--- src/rtl/uart_cmd_parser.sv ---
// ASCII command-frame parser ("#<op><d><d>\n") feeding a first-word-fall-through command FIFO.
// Optional inter-byte timeout is compiled in with `define CMD_TIMEOUT_EN.
module uart_cmd_parser #(
    parameter int FIFO_DEPTH     = 4,
    parameter int TIMEOUT_CYCLES = 1024
) (
    input  logic       clk_3125,
    input  logic       reset,
    input  logic [7:0] rx_msg,
    input  logic       rx_complete,
    input  logic       cmd_rd,
    output logic [1:0] cmd_op,
    output logic [6:0] cmd_arg,
    output logic       cmd_empty,
    output logic       cmd_full,
    output logic       cmd_error,
    output logic       cmd_overflow
);
    localparam int PW = (FIFO_DEPTH > 1) ? $clog2(FIFO_DEPTH) : 1;
    localparam int CW = PW + 1;

    if (FIFO_DEPTH < 2 || FIFO_DEPTH > 16 || (FIFO_DEPTH & (FIFO_DEPTH - 1)) != 0) begin : g_bad_depth
        $error("FIFO_DEPTH must be a power of two in 2..16");
    end
    if (TIMEOUT_CYCLES < 2) begin : g_bad_timeout
        $error("TIMEOUT_CYCLES must be at least 2");
    end

    typedef enum logic [2:0] {S_IDLE, S_OP, S_D1, S_D0, S_TERM} state_e;

    state_e      state_q, state_d;
    logic [1:0]  op_q, op_d;
    logic [3:0]  tens_q, tens_d;
    logic [6:0]  arg_q, arg_d;
    logic        err_q, err_d;
    logic        push_req;
    logic        is_digit, op_ok;
    logic [1:0]  op_val;
    logic        to_hit;

    logic [8:0]    mem_q [FIFO_DEPTH];
    logic [PW-1:0] wr_ptr_q, rd_ptr_q;
    logic [CW-1:0] cnt_q;
    logic          ovf_q;
    logic          push, pop;

    assign is_digit = (rx_msg >= 8'h30) && (rx_msg <= 8'h39);

    always_comb begin
        op_ok  = 1'b1;
        op_val = 2'd0;
        case (rx_msg)
            8'h53:   op_val = 2'd0;
            8'h45:   op_val = 2'd1;
            8'h56:   op_val = 2'd2;
            8'h48:   op_val = 2'd3;
            default: op_ok  = 1'b0;
        endcase
    end

`ifdef CMD_TIMEOUT_EN
    localparam int TW = $clog2(TIMEOUT_CYCLES + 1);
    logic [TW-1:0] to_cnt_q, to_cnt_d;

    // Counts idle clocks inside a frame; any strobe restarts the window.
    always_comb begin
        to_hit   = (state_q != S_IDLE) && !rx_complete && (to_cnt_q == TW'(TIMEOUT_CYCLES - 1));
        to_cnt_d = to_cnt_q + 1'b1;
        if (state_q == S_IDLE || rx_complete || to_hit) to_cnt_d = '0;
    end

    always_ff @(posedge clk_3125) begin
        if (reset) to_cnt_q <= '0;
        else       to_cnt_q <= to_cnt_d;
    end
`else
    assign to_hit = 1'b0;
`endif

    always_comb begin
        state_d  = state_q;
        op_d     = op_q;
        tens_d   = tens_q;
        arg_d    = arg_q;
        err_d    = 1'b0;
        push_req = 1'b0;
        if (rx_complete) begin
            if (state_q == S_IDLE) begin
                if (rx_msg == 8'h23) state_d = S_OP;
            end else if (rx_msg == 8'h23) begin
                err_d   = 1'b1;
                state_d = S_OP;
            end else begin
                // Default is reject; each state clears the error only on its legal byte.
                state_d = S_IDLE;
                err_d   = 1'b1;
                case (state_q)
                    S_OP: if (op_ok) begin
                        op_d = op_val; state_d = S_D1; err_d = 1'b0;
                    end
                    S_D1: if (is_digit) begin
                        tens_d = rx_msg[3:0]; state_d = S_D0; err_d = 1'b0;
                    end
                    S_D0: if (is_digit) begin
                        arg_d   = {3'b000, tens_q} * 7'd10 + {3'b000, rx_msg[3:0]};
                        state_d = S_TERM; err_d = 1'b0;
                    end
                    S_TERM: if (rx_msg == 8'h0A) begin
                        push_req = 1'b1; err_d = 1'b0;
                    end
                    default: ;
                endcase
            end
        end else if (to_hit) begin
            state_d = S_IDLE;
            err_d   = 1'b1;
        end
    end

    always_ff @(posedge clk_3125) begin
        if (reset) begin
            state_q <= S_IDLE;
            op_q    <= '0;
            tens_q  <= '0;
            arg_q   <= '0;
            err_q   <= 1'b0;
        end else begin
            state_q <= state_d;
            op_q    <= op_d;
            tens_q  <= tens_d;
            arg_q   <= arg_d;
            err_q   <= err_d;
        end
    end

    // A pop on the same edge frees the slot, so a push into a full FIFO is still accepted.
    assign pop  = cmd_rd && !cmd_empty;
    assign push = push_req && (!cmd_full || pop);

    always_ff @(posedge clk_3125) begin
        if (reset) begin
            wr_ptr_q <= '0;
            rd_ptr_q <= '0;
            cnt_q    <= '0;
            ovf_q    <= 1'b0;
        end else begin
            if (push) wr_ptr_q <= wr_ptr_q + 1'b1;
            if (pop)  rd_ptr_q <= rd_ptr_q + 1'b1;
            if (push && !pop)      cnt_q <= cnt_q + 1'b1;
            else if (pop && !push) cnt_q <= cnt_q - 1'b1;
            if (push_req && !push) ovf_q <= 1'b1;
        end
    end

    always_ff @(posedge clk_3125) begin
        if (push) mem_q[wr_ptr_q] <= {op_q, arg_q};
    end

    assign cmd_empty    = (cnt_q == '0);
    assign cmd_full     = (cnt_q == CW'(FIFO_DEPTH));
    assign cmd_op       = cmd_empty ? 2'd0 : mem_q[rd_ptr_q][8:7];
    assign cmd_arg      = cmd_empty ? 7'd0 : mem_q[rd_ptr_q][6:0];
    assign cmd_error    = err_q;
    assign cmd_overflow = ovf_q;

endmodule
--- config.mk ---
export PLATFORM = sky130hd
export DESIGN_NAME = uart_cmd_parser
export DESIGN_NICKNAME = d
export VERILOG_FILES = /design/src/rtl/uart_cmd_parser.sv
export SDC_FILE = /design/constraint.sdc
export NUM_CORES = 1
export LEC_CHECK = 0
export BUFFER_PORTS_ARGS = -buffer_cell sky130_fd_sc_hd__clkbuf_2
export CORE_MARGIN = 1
export CORE_UTILIZATION = 59
export CTS_CLUSTER_SIZE = 24
export DETAILED_ROUTE_END_ITERATION = 7
export PLACE_DENSITY = 0.79
export SKIP_LAST_GASP = 1
export SLEW_MARGIN = 20
export SYNTH_ARGS = -nofsm -noshare
export SYNTH_HDL_FRONTEND = slang
export SYNTH_SLANG_ARGS = --single-unit
export TNS_END_PERCENT = 30
--- constraint.sdc ---
create_clock -name clk_3125 -period 3.3 [get_ports clk_3125]
set_clock_uncertainty 0.05 [all_clocks]
set_input_delay 0.66 -clock clk_3125 [delete_from_list [all_inputs] [get_ports clk_3125]]
set_output_delay 0.66 -clock clk_3125 [all_outputs]
set_load 0.1 [all_outputs]
==> impl_metrics.env <==
export IMPL_grt_pass1_vias=1674
export IMPL_setup_worst_path_class="reg2out"
export IMPL_r2r_cells=9
export IMPL_drive_gt1_share_pct=25.10
export IMPL_max_slew_margin_rel_pct=59.57
export IMPL_syn_avg_cell_area_sq_um=13.02
export IMPL_worstSetupStartpointType="register"
export IMPL_yosys_warnings=0
export IMPL_cp_required_ns=2.59
export IMPL_vias_per_cell=5.512
export IMPL_multiInputGateArea_sq_mm=0.001256
export IMPL_clock_fmax_ghz=0.3472
export IMPL_wl_per_cell_microns=14.78
export IMPL_ys_flop_type="edfxtp_1"
export IMPL_synth_area_top_cells="edfxtp_1, dfxtp_1, mux4_2"
export IMPL_insertion_delay_ns=0.33
export IMPL_ioPinCount=25
export IMPL_instances_no_fill=326
export IMPL_period_needed_ns=2.880
export IMPL_worstReg2RegEnd="cnt_q[2]"
export IMPL_start_util_pct=62.01
export IMPL_syn_nets=254
export IMPL_power_leakage_nw=1.163
export IMPL_clockBufferDepth=2
export IMPL_cts_sinks=63
export IMPL_worstPathCellList="mux4_2, and2_1, clkbuf_2"
export IMPL_post_cts_buffers=0
export IMPL_vias=1797
export IMPL_r2r_slack_ns=0.71
export IMPL_die_area_sq_mm=0.005318
export IMPL_n_antenna_cell=0
export IMPL_synth_edff_count=36
export IMPL_ys_types=48
export IMPL_cts_resized=0
export IMPL_cts_buffers=9
export IMPL_hold_viol_final=0
export IMPL_max_cap_violations=0
export IMPL_hpwl_mm=3.272
export IMPL_ir_drop_uv=273.1
export IMPL_yosysMostFrequentCell="edfxtp_1"
export IMPL_slowest_stage="dfxtp_1"
export IMPL_synth_top_area_share_pct=36.42
export IMPL_h_tree_depth=3
export IMPL_drt_iter0_markers=102
export IMPL_drt_total_wl_mm=4.817
export IMPL_synth_commonest_cells="edfxtp_1, dfxtp_1, nor2_1, mux2i_1, ha_1"
export IMPL_grt_max_degree=29
export IMPL_placed_area_sq_mm=0.003119
export IMPL_cts_hold_buffers=0
export IMPL_nets=280
export IMPL_setup_viol=0
export IMPL_final_util_pct=70.27
export IMPL_tns_ns=0
export IMPL_synth_cells=228
export IMPL_period_share_pct=87.28
export IMPL_place_gp_congestion=0.8308
export IMPL_clk_pin_slew_worst_paths_ns=0.07
export IMPL_hold_slack_ns=0.4432
export IMPL_antenna_found_initial=0
export IMPL_rows=25
export IMPL_drc=0
export IMPL_drt_first_pass_iters=4
export IMPL_worstPathArrival_ns=2.17
export IMPL_reg2reg_from="state_q[0]"
export IMPL_path_buf_inv=1
export IMPL_min_path_type="reg2reg"
export IMPL_areaGrowthSynthToFinish_pct=13.32
export IMPL_worst_pin_slew_ns=0.6056
export IMPL_die_y_microns=72.93
export IMPL_worstSetupEndpoint="cmd_arg[0]"
export IMPL_design_area_sq_mm=0.003363
export IMPL_power_density_mw_per_mm2=497.5
export IMPL_grt_ovfl_total=0
export IMPL_clock_root_buffer="clkbuf_8"
export IMPL_cts_tree="built"
export IMPL_cp_depth=3
export IMPL_end_kind="output pin"
export IMPL_ys_seq_area_share_pct=54.64
export IMPL_track_usage_pct=20.98
export IMPL_slowest_delay_ns=0.71
export IMPL_io_buffers=24
export IMPL_ys_seq_elements=63
export IMPL_core_area_sq_mm=0.004786
export IMPL_yosys_area_top_type="edfxtp_1"
export IMPL_slew_viol_final=0
export IMPL_register_area_sq_mm=0.001622
export IMPL_fill_cells=345
export IMPL_worst_path_max_fanout=9
export IMPL_grt_pass1_wl_mm=7.914
export IMPL_drtAntennaViolNets=0
export IMPL_dp_cells=310
export IMPL_die_width_microns=72.93
export IMPL_async_flop_share_pct=0
export IMPL_syn_area_sq_mm=0.002968
export IMPL_cp_top_family="flip-flops"
export IMPL_outcome="completed"
export IMPL_rsz0062_at_grt="false"
## flip-flops by register name, indices dropped and copies added (netlist names), named ones only
register and cells:
mem_q 36, rd_ptr_q 2, op_q 2, cmd_error 1, cmd_overflow 1, arg_q 7
cnt_q 3, state_q 3, tens_q 4, wr_ptr_q 2
## kinds of logic after synthesis
logic type      share of synthesized area, %
buf+inv                                3.204
flops                                  54.64
fa+ha+maj                              6.661
simple gates                           15.13
compound gates                         6.535
xor+xnor                               2.951
mux                                    10.88
## per-layer routing
layer / GRT usage (%) / vias to the layer above / routed length (microns)
met5: 0 / - / 0
met4: 9.804 / 0 / 104
met3: 6.215 / 9 / 161
met2: 33.75 / 47 / 2284
met1: 26.21 / 853 / 2266
li1: - / 888 / -
## cells in the final DEF (no fill, tap or decap), types with 3 or more instances in the layout
cell       netlist  layout
nand3_1          3       3
and2_1          10      10
clkbuf_2         3      24
o21ai_0          4       4
mux2i_1         12      12
nand4b_1         4       4
xor2_1           6       6
a211oi_1         4       4
fa_1             3       3
mux4_2           9       9
a21oi_1          9       9
ha_1            11      11
dfxtp_1         27      27
clkbuf_8         0       9
xnor2_1          4       4
and2_2           4       4
edfxtp_1        36      36
bufinv_16        0       3
nand2_1          4       4
nor2_1          27      27
inv_1            8       8
## worst min path at each step
stage	startpoint	endpoint	slack, ns	cells after the start
final	cmd_overflow	cmd_overflow	0.44	2
after global routing	cnt_q[2]	cnt_q[2]	0.48	2
after CTS	cnt_q[2]	cnt_q[2]	0.45	2
after detailed placement	cmd_overflow	cmd_overflow	0.43	2
after global placement	cmd_overflow	cmd_overflow	0.40	2
after floorplan	arg_q[4]	mem_q[0][4]	0.40	0
## worst register-to-register path: stages, from the launching register on
cell and delay [ns]:
dfxtp_1 0.46, o31ai_1 0.19, a31o_4 0.26, nor4_4 0.29
ha_1 0.22, inv_1 0.06, fa_1 0.38, xor2_1 0.17
or3_1 0.31, a21oi_1 0.14
## power by group
group | leakage [nW] | switching, W | internal (W)
combinational | 0.549 | 0.0000260 | 0.0000143
sequential | 0.494 | 0.00000121 | 0.000821
clock | 0.120 | 0.000307 | 0.000504
total | 1.16 | 0.000334 | 0.00134
## layout make-up
cell class	count	area share (%)
multi-input cells	147	37.35
inverters	8	0.8929
clock buffers	9	3.683
well taps	67	2.493
clock inverters	7	3.571
flip-flops and latches	63	48.21
repair buffers	25	3.795
## metrics by stage
step           setup WS [ns]  total power [W]
4_1_cts               0.3535         0.001683
5_1_grt               0.2854         0.001724
3_3_place_gp          0.3654        0.0008796
3_5_place_dp          0.3001        0.0008802
6_report              0.4196         0.001673
2_1_floorplan         0.2226        0.0008689
No activity file was read; power rests on OpenSTA's default activity.
